## config.mk

```make
export PLATFORM = sky130hd
export DESIGN_NAME = instruction_fetch_stage
export DESIGN_NICKNAME = d
export VERILOG_FILES = /design/src/rtl/instruction_fetch_stage_pkg.sv /design/src/rtl/instruction_fetch_stage_skid_buf.sv /design/src/rtl/instruction_fetch_stage.sv
export SDC_FILE = /design/constraint.sdc
export NUM_CORES = 1
export LEC_CHECK = 0
export ABC_AREA = 0
export BUFFER_PORTS_ARGS = -buffer_cell sky130_fd_sc_hd__buf_2
export CAP_MARGIN = 5
export CORE_MARGIN = 5
export CORE_UTILIZATION = 58
export CTS_BUF_LIST = sky130_fd_sc_hd__clkbuf_2 sky130_fd_sc_hd__clkbuf_4 sky130_fd_sc_hd__clkbuf_8
export DETAILED_ROUTE_END_ITERATION = 8
export PLACE_DENSITY = 0.85
export SYNTH_ARGS = -nofsm -noshare
export SYNTH_HDL_FRONTEND = slang
export SYNTH_SLANG_ARGS = --single-unit
export TNS_END_PERCENT = 30
```

## constraint.sdc

```tcl
create_clock -name clk -period 6.1 [get_ports clk]
set_input_delay 0 -clock clk [delete_from_list [all_inputs] [get_ports clk]]
set_output_delay 0 -clock clk [all_outputs]
set_load 0.01 [all_outputs]
```

## src/rtl/instruction_fetch_stage_pkg.sv

```systemverilog
// Shared types and constants for the instruction fetch stage.
package instruction_fetch_stage_pkg;
  localparam int XLEN = 32;
  localparam logic [XLEN-1:0] NOP_INSTR = 32'h0000_0013;

  typedef enum logic [1:0] {
    BOOT  = 2'd0,
    FETCH = 2'd1,
    BUF   = 2'd2
  } fetch_state_e;
endpackage

```

## src/rtl/instruction_fetch_stage_skid_buf.sv

```systemverilog
// fetch_skid_buf: single-entry {pc, instr} holding register used while decode is stalled.
module fetch_skid_buf
  import instruction_fetch_stage_pkg::*;
(
  input  logic            clk,
  input  logic            rst_n,
  input  logic            load,
  input  logic            drain,
  input  logic            clear,
  input  logic [XLEN-1:0] load_pc,
  input  logic [XLEN-1:0] load_instr,
  output logic            full,
  output logic [XLEN-1:0] pc,
  output logic [XLEN-1:0] instr
);

  always_ff @(posedge clk) begin
    if (!rst_n) begin
      full  <= 1'b0;
      pc    <= '0;
      instr <= NOP_INSTR;
    end else if (clear || drain) begin
      full <= 1'b0;
    end else if (load) begin
      full  <= 1'b1;
      pc    <= load_pc;
      instr <= load_instr;
    end
  end

endmodule

```

## src/rtl/instruction_fetch_stage.sv

```systemverilog
// Fetch stage: PC, imem request, IF/ID register, stall and redirect handling.
// Optional PERF_CNT_EN adds saturating stall/redirect event counters.
//
// state | meaning
// BOOT  | first cycle after reset, no request issued
// FETCH | request outstanding at pc
// BUF   | response captured in skid buffer while decode is stalled
module instruction_fetch_stage
  import instruction_fetch_stage_pkg::*;
#(
  parameter logic [XLEN-1:0] RESET_PC = 32'h0000_0000
) (
  input  logic            clk,
  input  logic            rst_n,
  input  logic            stall,
  input  logic            redirect_valid,
  input  logic [XLEN-1:0] redirect_pc,
  output logic            imem_req,
  output logic [XLEN-1:0] imem_addr,
  input  logic            imem_ready,
  input  logic [XLEN-1:0] imem_rdata,
  output logic            if_id_valid,
  output logic [XLEN-1:0] if_id_pc,
  output logic [XLEN-1:0] if_id_pc_plus4,
  output logic [XLEN-1:0] if_id_instr
`ifdef PERF_CNT_EN
  ,
  output logic [31:0]     perf_stall_cycles,
  output logic [31:0]     perf_redirects
`endif
);

  fetch_state_e    state_q, state_d;
  logic [XLEN-1:0] pc_q, pc_d;
  logic            ifid_load, ifid_bubble, ifid_from_buf;
  logic            buf_load, buf_drain, buf_clear;
  logic            buf_full;
  logic [XLEN-1:0] buf_pc, buf_instr;
  logic            unused_redirect_lsbs;

  assign unused_redirect_lsbs = ^{redirect_pc[1:0], buf_full};

  // Request and address decode only registered state, never stall or ready.
  assign imem_req  = (state_q == FETCH);
  assign imem_addr = pc_q;

  always_comb begin
    state_d       = state_q;
    pc_d          = pc_q;
    ifid_load     = 1'b0;
    ifid_bubble   = 1'b0;
    ifid_from_buf = 1'b0;
    buf_load      = 1'b0;
    buf_drain     = 1'b0;
    buf_clear     = 1'b0;
    if (redirect_valid) begin
      pc_d        = {redirect_pc[XLEN-1:2], 2'b00};
      ifid_bubble = 1'b1;
      buf_clear   = 1'b1;
      state_d     = FETCH;
    end else begin
      case (state_q)
        BOOT: state_d = FETCH;
        FETCH: begin
          if (imem_ready) begin
            pc_d = pc_q + 32'd4;
            if (stall) begin
              buf_load = 1'b1;
              state_d  = BUF;
            end else begin
              ifid_load = 1'b1;
            end
          end else if (!stall) begin
            ifid_bubble = 1'b1;
          end
        end
        BUF: begin
          if (!stall) begin
            ifid_from_buf = 1'b1;
            buf_drain     = 1'b1;
            state_d       = FETCH;
          end
        end
        default: state_d = BOOT;
      endcase
    end
  end

  always_ff @(posedge clk) begin
    if (!rst_n) begin
      state_q <= BOOT;
      pc_q    <= RESET_PC;
    end else begin
      state_q <= state_d;
      pc_q    <= pc_d;
    end
  end

  always_ff @(posedge clk) begin
    if (!rst_n) begin
      if_id_valid    <= 1'b0;
      if_id_pc       <= '0;
      if_id_pc_plus4 <= '0;
      if_id_instr    <= NOP_INSTR;
    end else if (ifid_bubble) begin
      if_id_valid <= 1'b0;
      if_id_instr <= NOP_INSTR;
    end else if (ifid_load) begin
      if_id_valid    <= 1'b1;
      if_id_pc       <= pc_q;
      if_id_pc_plus4 <= pc_q + 32'd4;
      if_id_instr    <= imem_rdata;
    end else if (ifid_from_buf) begin
      if_id_valid    <= 1'b1;
      if_id_pc       <= buf_pc;
      if_id_pc_plus4 <= buf_pc + 32'd4;
      if_id_instr    <= buf_instr;
    end
  end

  fetch_skid_buf u_skid_buf (
    .clk        (clk),
    .rst_n      (rst_n),
    .load       (buf_load),
    .drain      (buf_drain),
    .clear      (buf_clear),
    .load_pc    (pc_q),
    .load_instr (imem_rdata),
    .full       (buf_full),
    .pc         (buf_pc),
    .instr      (buf_instr)
  );

`ifdef PERF_CNT_EN
  always_ff @(posedge clk) begin
    if (!rst_n) begin
      perf_stall_cycles <= '0;
      perf_redirects    <= '0;
    end else begin
      if (stall && (perf_stall_cycles != 32'hFFFF_FFFF))
        perf_stall_cycles <= perf_stall_cycles + 32'd1;
      if (redirect_valid && (perf_redirects != 32'hFFFF_FFFF))
        perf_redirects <= perf_redirects + 32'd1;
    end
  end
`endif

endmodule

```

# Word level (Yosys, flattened, before mapping)
# Index checks and enable logic that the tools add are counted.
totals:
  reg_bits: 195
  inputBits: 69
  word_cells: 66
op_classes:
  addsub: 2
  eq_ne: 8
  mux: 30
  bitwise_logic: 3
  n_reduce_logical: 13
op_table:
  columns: ["cell", "n"]
  rows:
  - ["$mux W32", 9]
  - ["$add A32 B3 Y32 const B", 2]
  - ["$mux W1", 17]
  - ["$reduce_and A2 Y1", 4]
  - ["$mux W2", 3]
  - ["$ne A3 B3 Y1 const B", 2]
  - ["$pmux W2 S3", 1]
  - ["$reduce_and A3 Y1", 2]
  - ["$reduce_bool A2 Y1", 3]
  - ["$ne A2 B2 Y1 const B", 2]
  - ["$reduce_or A2 Y1", 2]
  - ["$ne A3 B2 Y1 const B", 1]
  - ["$not A1 Y1", 3]
  - ["$eq A2 B1 Y1 const B", 1]
  - ["$eq A2 B2 Y1 const B", 1]
  - ["$logic_not A2 Y1", 1]
  - ["$ne A2 B1 Y1 const B", 1]
  - ["$logic_or A1 B1 Y1", 1]

# Depth between registers and ports, before layout
# Gate-level depths: netlist of run 1.
depth:
  word_depth: 6
  mapped_depth: 8
  mapped_depth_nobuf: 6

# Cells and area by module
# Synthesis of run 1 repeated with hierarchy kept, for this count alone.
hier_totals:
  cells_unflattened: 1134
  area_unflattened_um2: 9462.8
modules_own_cells:
  columns: ["module", "instances", "cells_per_inst", "area_per_inst_um2", "seq_area_each_um2"]
  rows:
  - ["instruction_fetch_stage", 1, 853, 6805.3, 2542.4]
  - ["fetch_skid_buf", 1, 281, 2657.5, 1301.2]

# Worst setup path before layout of run 1
# OpenSTA, ideal clock, no wires.
synth_path:
  path_type: "reg-to-reg"
  startpoint: "reg pc_q[13] (netlist: imem_addr[13])"
  endpoint: "reg if_id_pc_plus4[23]"
  setup_ns: 0.122
  arrival_ns: 1.935
  required_ns: 5.978
  slack_ns: 4.044
  path_stages_with_launch: 9
  path_cell_list: "dfxtp_1 clkbuf_2 nand4_4 or4_1 buf_2 buf_6 o31ai_1 a21oi_1 a221o_1"
synth_via:
  elab_chain_cells: 2
synth_lines:
  columns: ["element", "line_no", "rtl"]
  rows:
  - ["start: declaration", "instruction_fetch_stage.sv:34", "logic [XLEN-1:0] pc_q, pc_d;"]
  - ["start signal: assignment", "instruction_fetch_stage.sv:95", "pc_q <= pc_d;"]
  - ["$add A32 B3 Y32", "instruction_fetch_stage.sv:111", "if_id_pc_plus4 <= pc_q + 32'd4;"]
  - ["$mux W32", "instruction_fetch_stage.sv:108", "end else if (ifid_load) begin"]
  - ["end signal: assignment", "instruction_fetch_stage.sv:111", null]
  - ["end signal: assignment", "instruction_fetch_stage.sv:116", "if_id_pc_plus4 <= buf_pc + 32'd4;"]
  - ["end: declaration", "instruction_fetch_stage.sv:24", "output logic [XLEN-1:0] if_id_pc_plus4,"]
# Every way passes these cells.
# A chain may end at the register's enable or synchronous reset.

# Worst setup path in the final report of run 1
layout_path:
  startpoint: "reg pc_q[2] (netlist: imem_addr[2])"
  endpoint: "reg pc_q[30] (netlist: imem_addr[30])"
layout_via:
  elab_chain_cells: 4
layout_lines:
  columns: ["element", "line_no", "rtl"]
  rows:
  - ["$add A32 B3 Y32", "instruction_fetch_stage.sv:66", "pc_d = pc_q + 32'd4;"]
  - ["$mux W32", "instruction_fetch_stage.sv:65", "if (imem_ready) begin"]
  - ["$mux W32", "instruction_fetch_stage.sv:62", "case (state_q)"]
  - ["$mux W32", "instruction_fetch_stage.sv:56", "if (redirect_valid) begin"]
# Every way passes these cells. The select of a mux whose other input is x is not followed.

==> results of run 1 <==
==> repair_timing <==
action                                 in CTS  in global routing
hold buffers                               66                  0
gates resized for setup                     0                  0
endpoints found under the hold margin      96                  0
setup buffers                               0                  0
==> metal layers <==
layer | vias to the layer above | track usage, % | part of all wire (%)
li1 | 4272 | - | -
met1 | 4350 | 37.4 | 38
met2 | 546 | 52.0 | 48
met3 | 102 | 9.42 | 9.7
met4 | 2 | 13.8 | 3.6
met5 | - | 0 | 0.046
==> cells by family (layout without fill, tap and decap cells) <==
group / Yosys count / in the layout / synth area share (%)
and+or+nand+nor: 473 / 473 / 24.2
AOI/OAI and AO/OA: 250 / 250 / 19.5
DFF: 187 / 187 / 42.9
buffers and inverters: 126 / 308 / 6.15
xor gates and xnor gates: 56 / 56 / 5.62
muxes: 12 / 12 / 1.38
adders and majority gates: 2 / 2 / 0.286
other: 1 / 8 / 0.0429
==> placed cells by master, fill, tap and decap left out, types with 17 or more instances in the layout <==
| master | netlist | routed |
|---|---|---|
| dfxtp_1 | 187 | 187 |
| nor4_1 | 23 | 23 |
| nand2_1 | 242 | 242 |
| clkbuf_8 | 0 | 17 |
| nor2_1 | 90 | 89 |
| nand3_1 | 33 | 32 |
| a21oi_1 | 90 | 90 |
| o21ai_0 | 41 | 41 |
| a311oi_1 | 32 | 32 |
| xnor2_1 | 33 | 33 |
| a222oi_1 | 29 | 29 |
| nor3_1 | 26 | 25 |
| buf_2 | 18 | 190 |
| nand4_1 | 21 | 21 |
| xor2_1 | 23 | 23 |
| dlygate4sd3_1 | 0 | 66 |
==> metrics by stage <==
step | power [mW] | hold slack [ps]
floorplan | 1.45 | 124
global placement | 1.53 | 224
detailed placement | 1.53 | 234
CTS | 2.37 | 6.70
global route | 2.46 | 37.1
finish | 2.38 | 40.1
==> power groups by stage <==
stage	Clock (mW)	Combinational, mW	Sequential (mW)
after global placement	0	0.199	1.33
after floorplan	0	0.139	1.31
final	0.833	0.245	1.30
after CTS	0.832	0.237	1.30
after global routing	0.884	0.266	1.31
after detailed placement	0	0.203	1.33
==> sequential cells by signal, summed over array words and instances, names as in the netlist <==
name,count
if_id_pc,30
imem_addr,30
if_id_pc_plus4,30
u_skid_buf.instr,32
if_id_instr,32
u_skid_buf.pc,30
state_q,2
if_id_valid,1
==> worst min path at each step <==
stage	slack, ps	end	startpoint	depth (start not counted)
floorplan	120	u_skid_buf.instr[0]$_SDFFE_PN1P_	imem_rdata[0]	2
global placement	220	u_skid_buf.instr[0]$_SDFFE_PN1P_	imem_rdata[0]	3
detailed placement	230	u_skid_buf.instr[1]$_SDFFE_PN1P_	imem_rdata[1]	3
CTS	7	u_skid_buf.instr[1]$_SDFFE_PN1P_	rst_n	2
global route	40	u_skid_buf.instr[1]$_SDFFE_PN1P_	rst_n	2
finish	40	u_skid_buf.instr[4]$_SDFFE_PN1P_	rst_n	2
==> critical path, stage by stage (launching register included) <==
cell and delay (ps):
dfxtp_1 540, ha_1 320, nand4_1 490, nor4_1 670, nand4_1 280, or3_1 370
a31oi_1 170
==> final cells by class <==
type,count,share of cell area [%]
Multi-Input combinational cell,799,42.5
Sequential cell,187,35.3
Timing Repair Buffer,268,16.0
Clock buffer,17,2.21
Tap cell,184,2.17
Clock inverter,15,1.46
Inverter,8,0.295
Antenna cell,2,0.0472
==> results.sh, run 1 <==
export IMPL_cts_tree="yes"
export IMPL_coreArea_mm2=0.0146
export IMPL_ys_seq_area_share_pct=42.9
export IMPL_die_h_um=133
export IMPL_ys_flop_type="dfxtp_1"
export IMPL_fin_ws_ps=3190
export IMPL_fin_area_mm2=0.0106
export IMPL_cts_max_level=4
export IMPL_regToRegEndpoint="imem_addr[30]$_SDFFE_PN0P_"
export IMPL_status="completed"
export IMPL_synth_area_leaders="dfxtp_1 43%, nand2_1 10%, a21oi_1 5.2%"
export IMPL_layout_nets=1352
export IMPL_ir_drop_uv=189
export IMPL_cp_endpoint="imem_addr[30]$_SDFFE_PN0P_"
export IMPL_synth_edf_count=0
export IMPL_grt_usage_pct=31.3
export IMPL_worst_slew_pin_slew_ps=1110
export IMPL_netlist_instances=1107
export IMPL_yosysMostFrequentCell="nand2_1"
export IMPL_insertion_delay_ps=480
export IMPL_wl_per_cell_um=19.1
export IMPL_cts_root_buf="clkbuf_8"
export IMPL_cts_buffer_depth=2
export IMPL_power_leakage_nw=4.01
export IMPL_start_kind="flip-flop"
export IMPL_io_buffers=190
export IMPL_arrival_ps=3320
export IMPL_initial_core_util_pct=59.6
export IMPL_drv_cap=0
export IMPL_multiInputGateArea_mm2=0.00450
export IMPL_num_vias=9272
export IMPL_timing_reg2reg_setup_slack_ps=3190
export IMPL_combPwrFrac_pct=10.3
export IMPL_period_share_pct=47.7
export IMPL_drive_gt1_share_pct=19.2
export IMPL_drv_slew=0
export IMPL_numCtsBuffers=17
export IMPL_ys_top_cells_by_count="242 x nand2_1, 187 x dfxtp_1, 90 x a21oi_1, 90 x nor2_1, 79 x clkbuf_1"
export IMPL_drt_total_wl_mm=28.3
export IMPL_rsz0062_at_grt="no"
export IMPL_dieArea_mm2=0.0176
export IMPL_fmax_mhz=344
export IMPL_pwr_share_clk_pct=35.0
export IMPL_netlist_area_mm2=0.00873
export IMPL_final_util_pct=72.4
export IMPL_hold_path_class="input port to flip-flop"
export IMPL_netSwitchingPower_uw=684
export IMPL_worstSetupEndpointType="flip-flop"
export IMPL_postRouteAntennaNets=0
export IMPL_grt_pass1_wl_mm=45.4
export IMPL_grt_pass1_vias=8918
export IMPL_dpl_cell_area_mm2=0.00955
export IMPL_gr_total_overflow=0
export IMPL_stdcell_count=1480
export IMPL_dp_hpwl_mm=16.8
export IMPL_swShare_pct=28.7
export IMPL_reg2reg_depth=6
export IMPL_grt_max_degree=89
export IMPL_worstSetupPathType="flip-flop to flip-flop"
export IMPL_yosys_warnings=0
export IMPL_clkTransAtPathRegs_ps=110
export IMPL_powerDensity_mw_per_mm2=225
export IMPL_dp_cells=1380
export IMPL_pre_cts_slack_ps=3300
export IMPL_tns_ps=0
export IMPL_period_needed_ps=2910
export IMPL_slew_headroom_pct=26.2
export IMPL_gp_routability_congestion=0.895
export IMPL_seqCellArea_mm2=0.00374
export IMPL_synth_top_cell_area_share_pct=42.9
export IMPL_synth_cell_types=54
export IMPL_setup_viol=0
export IMPL_via_per_inst=6.26
export IMPL_async_reset_ff_share_pct=0
export IMPL_antenna_found_initial=2
export IMPL_nFillCells=1072
export IMPL_drcViolationCount=0
export IMPL_finalHoldViolCount=0
export IMPL_rows=44
export IMPL_numClockSinks=187
export IMPL_r2r_start="imem_addr[2]$_SDFFE_PN0P_"
export IMPL_syn_area_per_cell_um2=7.89
export IMPL_io_pins=199
export IMPL_required_ps=6510
export IMPL_drtIter0Drc=1021
export IMPL_yosys_area_top_type="dfxtp_1"
export IMPL_areaGrowthSynthToFinish_pct=21.4
export IMPL_p_int_mw=1.70
export IMPL_critPathLaunch="imem_addr[2]$_SDFFE_PN0P_"
export IMPL_path_max_fanout=12
export IMPL_firstDrtPassIters=7
export IMPL_die_x_um=133
export IMPL_fin_skew_ps=13.8
export IMPL_seqPwrFrac_pct=54.7
export IMPL_ys_seq_elements=187
(Power assumes the default switching activity.)
==> inputs of run 2 (changes only) <==
CORE_UTILIZATION = 56   (was 58)
PLACE_DENSITY = 0.82   (was 0.85)
clock period = 2.95 ns   (was 6.1 ns; I/O delays follow)
==> run 2 against run 1 <==
  * Maximum frequency increased by 16%
  * Power is 110% higher
  * Sequential cell count unchanged
  * Via count shrank 0.84%
  * Clock skew hardly changed
  * Critical path depth unchanged
  * Die area up 3.3%
  * Count of clock-buffer cells in the layout grew 1
  * Non-clock buffer count rose by 25
  * Sequential share of layout area decreased by 0.88 points
  * Critical endpoint unchanged
==> results.sh, run 2 (synthesis results as in run 1) <==
export IMPL_power_leakage_nw=4.14
export IMPL_busiest_layer="met2"
export IMPL_worstSetupEndpointType="flip-flop"
export IMPL_drive_gt1_share_pct=20.7
export IMPL_io_buffers=190
export IMPL_die_x_um=135
export IMPL_gp_routability_congestion=0.883
export IMPL_die_h_um=135
export IMPL_powerDensity_mw_per_mm2=458
export IMPL_dp_hpwl_mm=17.6
export IMPL_worstSetupPathType="flip-flop to flip-flop"
export IMPL_cts_root_buf="clkbuf_8"
export IMPL_grtUsageMet3_pct=7.41
export IMPL_cts_tree="yes"
export IMPL_postRouteAntennaNets=0
export IMPL_finalHoldViolCount=0
export IMPL_required_ps=3360
export IMPL_drv_slew=0
export IMPL_cts_max_level=4
export IMPL_setup_viol=0
export IMPL_wl_per_cell_um=18.3
export IMPL_layout_nets=1377
export IMPL_nFillCells=1171
export IMPL_post_cts_resize_count=0
export IMPL_initial_core_util_pct=57.2
export IMPL_drcViolationCount=0
export IMPL_hold_path_class="input port to flip-flop"
export IMPL_fin_skew_ps=13.8
export IMPL_insertion_delay_ps=480
export IMPL_drv_cap=0
export IMPL_drt_total_wl_mm=28.1
export IMPL_layout_commonest_cell="nand2_1"
export IMPL_worst_slew_pin_slew_ps=752
export IMPL_coreArea_mm2=0.0153
export IMPL_num_vias=9194
export IMPL_io_pins=199
export IMPL_cts_setup_buffers=0
export IMPL_grt_use_met1_pct=37.5
export IMPL_numClockSinks=187
export IMPL_areaGrowthSynthToFinish_pct=24.5
export IMPL_holdBufCountCts=66
export IMPL_grt_pass1_vias=8515
export IMPL_clkTransAtPathRegs_ps=110
export IMPL_arrival_ps=2930
export IMPL_grt_usage_pct=29.7
export IMPL_tns_ps=0
export IMPL_firstDrtPassIters=9
export IMPL_period_needed_ps=2510
export IMPL_rows=45
export IMPL_hold_slack_ps=37.0
export IMPL_cts_buffer_depth=2
export IMPL_grt_pass1_wl_mm=43.8
export IMPL_dieArea_mm2=0.0182
export IMPL_grt_max_degree=66
export IMPL_slew_headroom_pct=49.8
export IMPL_final_cell_mix="242 x nand2_1, 190 x buf_2, 187 x dfxtp_1, 90 x a21oi_1, 89 x nor2_1"
export IMPL_grt_use_met2_pct=49.1
export IMPL_start_kind="flip-flop"
export IMPL_antenna_found_initial=1
export IMPL_status="completed"
export IMPL_gr_total_overflow=0
export IMPL_path_max_fanout=8
export IMPL_largestRegisters="if_id_instr: 32 flops, u_skid_buf.instr: 32 flops"
export IMPL_drtIter0Drc=1013
export IMPL_ir_drop_uv=428
export IMPL_numCtsBuffers=17
export IMPL_rsz0062_at_grt="no"
export IMPL_via_per_inst=6.00
export IMPL_fmax_mhz=398
export IMPL_period_share_pct=85.2
==> run 2: worst max-delay path, cell delays in order (launching register included) <==
cell	delay, ps
dfxtp_1	500
ha_1	290
nand4_1	240
nor4_1	610
nand4_1	280
or3_1	370
a31oi_1	170
==> run 2: worst paths after layout <==
check	depth (start not counted)	startpoint	slack [ps]	end
worst max register to register	6	imem_addr[2]$_SDFFE_PN0P_	440	imem_addr[30]$_SDFFE_PN0P_
worst max-delay path	6	imem_addr[2]$_SDFFE_PN0P_	440	imem_addr[30]$_SDFFE_PN0P_
worst min register to register	2	if_id_instr[4]$_SDFFE_PP1P_	460	if_id_instr[4]$_SDFFE_PP1P_
worst min-delay path	4	redirect_valid	40	state_q[1]$_SDFFE_PP0P_
==> run 2: power breakdown <==
| group | internal, mW | switching (mW) | total [mW] |
|---|---|---|---|
| sequential | 2.59 | 0.0837 | 2.67 |
| combinational | 0.240 | 0.312 | 0.552 |
| clock | 0.727 | 1.02 | 1.75 |
==> run 2: layer usage <==
| metal | wire length (um) | part of all wire, % |
|---|---|---|
| met1 | 11000 | 39 |
| met2 | 13600 | 48 |
| met3 | 2710 | 9.7 |
| met4 | 778 | 2.8 |
| met5 | 0 | 0 |
==> run 2: final cells by class <==
cell class	instances	area [um^2]	area share, %
clock buffer	18	248	2.28
antenna	2	5.00	0.0460
multi-input combinational	799	4500	41.4
clock inverter	14	154	1.42
timing repair buffer	293	1930	17.7
tap	211	264	2.43
inverter	8	31.3	0.288
sequential	187	3740	34.4
==> run 2: per-stage QoR <==
step | setup slack, ps | cells | area, um^2 | utilization [%] | power, mW
global route | 265 | 1531 | 10900 | 71.3 | 5.14
floorplan | 894 | 1112 | 8750 | - | 3.00
detailed placement | 529 | 1432 | 9810 | 64.3 | 3.19
finish | 437 | 1532 | 10900 | 71.3 | 4.98
CTS | 496 | 1530 | 10900 | 71.2 | 4.96
global placement | 583 | 1432 | 9810 | 64.3 | 3.18
==> inputs of run 3 (changes only) <==
ABC_AREA = 1   (was 0)
CORE_UTILIZATION = 57   (was 56)
PLACE_DENSITY = 0.83   (was 0.82)
==> run 3 against run 2 <==
  * Non-clock buffer count fell by 21
  * Critical path depth is 2 higher
  * Clock power shrank 5%
  * Core utilization down 0.96 points
  * Sequential power hardly changed
  * Maximum frequency grew 4.6%
  * Largest cell class unchanged
  * Largest power group unchanged
  * Highest routed layer unchanged
==> results.sh, run 3 <==
export IMPL_dp_hpwl_mm=19.9
export IMPL_power_leakage_nw=4.75
export IMPL_yosys_warnings=0
export IMPL_required_ps=3390
export IMPL_multiInputGateArea_mm2=0.00455
export IMPL_pre_cts_slack_ps=848
export IMPL_synth_top_cell_area_share_pct=41.2
export IMPL_worstSetupEndpointType="flip-flop"
export IMPL_tns_ps=0
export IMPL_cts_max_level=4
export IMPL_netlist_instances=1345
export IMPL_ir_drop_uv=336
export IMPL_fin_skew_ps=14.9
export IMPL_ys_flop_type="dfxtp_1"
export IMPL_layout_nets=1628
export IMPL_numCtsBuffers=17
export IMPL_seqCellArea_mm2=0.00374
export IMPL_dp_cells=1689
export IMPL_dieArea_mm2=0.0186
export IMPL_grt_pass1_wl_mm=45.1
export IMPL_drv_cap=0
export IMPL_initial_core_util_pct=57.6
export IMPL_final_cell_mix="326 x nand2_1, 190 x buf_2, 187 x dfxtp_1, 153 x nor2_1, 147 x o21ai_0"
export IMPL_die_x_um=136
export IMPL_ys_top_cells_by_count="326 x nand2_1, 187 x dfxtp_1, 153 x nor2_1"
export IMPL_grt_pass1_vias=9179
export IMPL_insertion_delay_ps=490
export IMPL_yosys_area_top_type="dfxtp_1"
export IMPL_num_vias=9856
export IMPL_synth_area_leaders="dfxtp_1 41%, nand2_1 13%, o21ai_0 8.1%"
export IMPL_largestRegisters="if_id_instr: 32 flops, u_skid_buf.instr: 32 flops"
export IMPL_period_needed_ps=2400
export IMPL_ys_seq_elements=187
export IMPL_drt_total_wl_mm=29.1
export IMPL_firstDrtPassIters=5
export IMPL_hold_path_class="input port to flip-flop"
export IMPL_period_share_pct=81.4
export IMPL_gp_routability_congestion=0.954
export IMPL_yosysMostFrequentCell="nand2_1"
export IMPL_grt_usage_pct=30.7
export IMPL_path_max_fanout=102
export IMPL_stdcell_count=1787
export IMPL_coreArea_mm2=0.0158
export IMPL_setup_viol=0
export IMPL_layout_commonest_cell="nand2_1"
export IMPL_numClockSinks=187
export IMPL_postRouteAntennaNets=0
export IMPL_wl_per_cell_um=16.3
export IMPL_io_buffers=190
export IMPL_gr_total_overflow=0
export IMPL_drive_gt1_share_pct=16.9
export IMPL_power_mw=4.94
export IMPL_status="completed"
export IMPL_slew_headroom_pct=39.5
export IMPL_async_reset_ff_share_pct=0
export IMPL_syn_area_per_cell_um2=6.75
export IMPL_clkTransAtPathRegs_ps=110
export IMPL_cts_root_buf="clkbuf_8"
export IMPL_fmax_mhz=416
export IMPL_powerDensity_mw_per_mm2=445
export IMPL_die_h_um=136
export IMPL_areaGrowthSynthToFinish_pct=22.1
export IMPL_cts_tree="yes"
export IMPL_start_kind="flip-flop"
export IMPL_rsz0062_at_grt="no"
export IMPL_drtIter0Drc=910
export IMPL_io_pins=199
export IMPL_synth_edf_count=0
export IMPL_worst_slew_pin_slew_ps=908
export IMPL_rows=46
export IMPL_drcViolationCount=0
export IMPL_grt_max_degree=103
export IMPL_ys_seq_area_share_pct=41.2
export IMPL_finalHoldViolCount=0
export IMPL_via_per_inst=5.52
export IMPL_synth_cell_types=37
export IMPL_antenna_found_initial=0
export IMPL_arrival_ps=2850
export IMPL_drv_slew=0
export IMPL_hold_slack_ps=23.7
export IMPL_nFillCells=1391
export IMPL_netlist_area_mm2=0.00908
export IMPL_worstSetupPathType="flip-flop to flip-flop"
export IMPL_fin_ws_ps=547
export IMPL_cts_buffer_depth=2
run 3: final timing paths:
path / from / end / slack, ps / cells after the start
max: state_q[0]$_SDFFE_PN0P_ / u_skid_buf.instr[0]$_SDFFE_PN1P_ / 550 / 8
min: rst_n / u_skid_buf.instr[4]$_SDFFE_PN1P_ / 20 / 2
max reg2reg: state_q[0]$_SDFFE_PN0P_ / u_skid_buf.instr[0]$_SDFFE_PN1P_ / 550 / 8
min reg2reg: if_id_pc_plus4[25]$_SDFFE_PN0P_ / if_id_pc_plus4[25]$_SDFFE_PN0P_ / 470 / 2
run 3: cell type report:
class,instances,share of cell area (%)
Clock buffer,17,2.11
Tap cell,216,2.44
Antenna cell,1,0.0226
Timing Repair Buffer,272,15.6
Multi-Input combinational cell,970,41.0
Clock inverter,15,1.34
Sequential cell,187,33.8
Inverter,109,3.69
run 3: what timing repair did:
action	CTS	global route
endpoints found under the hold margin	96	0
hold buffers	65	0
resized for setup	0	0
setup buffers	0	0
run 3: where the power goes:
part / internal (mW) / leakage, nW / switching (mW)
combinational: 0.228 / 3.04 / 0.331
sequential: 2.61 / 1.52 / 0.0963
clock: 0.629 / 0.190 / 1.05
run 3: critical path, stage by stage, from the launching register on:
cell and delay, ps:
dfxtp_1 370, inv_2 60, nor2_4 150, nand3_2 160, nor2_4 120, buf_4 690
nand2_1 110, nand3_1 120, dlygate4sd3_1 550
run 3: layer usage:
layer / wire [um] / track usage [%] / vias up
met2: 14300 / 53.7 / 433
met4: 1270 / 14.9 / 0
met3: 2380 / 7.40 / 96
li1: - / - / 4814
met1: 11200 / 35.1 / 4513
met5: 0 / 0 / -
run 3: kinds of logic (layout without fill, tap and decap cells):
| kind of cell | after synthesis | in the layout | share of synthesized area, % |
|---|---|---|---|
| buffers and inverters | 193 | 413 | 8.89 |
| flip-flops | 187 | 187 | 41.2 |
| AND/OR/NAND/NOR | 610 | 610 | 28.0 |
| AO/OA/AOI/OAI | 327 | 327 | 19.1 |
| other | 1 | 7 | 0.0413 |
| adder cells (fa/ha/maj) | 2 | 2 | 0.276 |
| XOR/XNOR | 25 | 25 | 2.41 |
run 3: stage by stage:
step           util [%]  cell area, um^2
2_1_floorplan         -             9100
3_3_place_gp       63.7            10100
3_5_place_dp       63.7            10100
4_1_cts            70.3            11100
5_1_grt            70.3            11100
6_report           70.3            11100
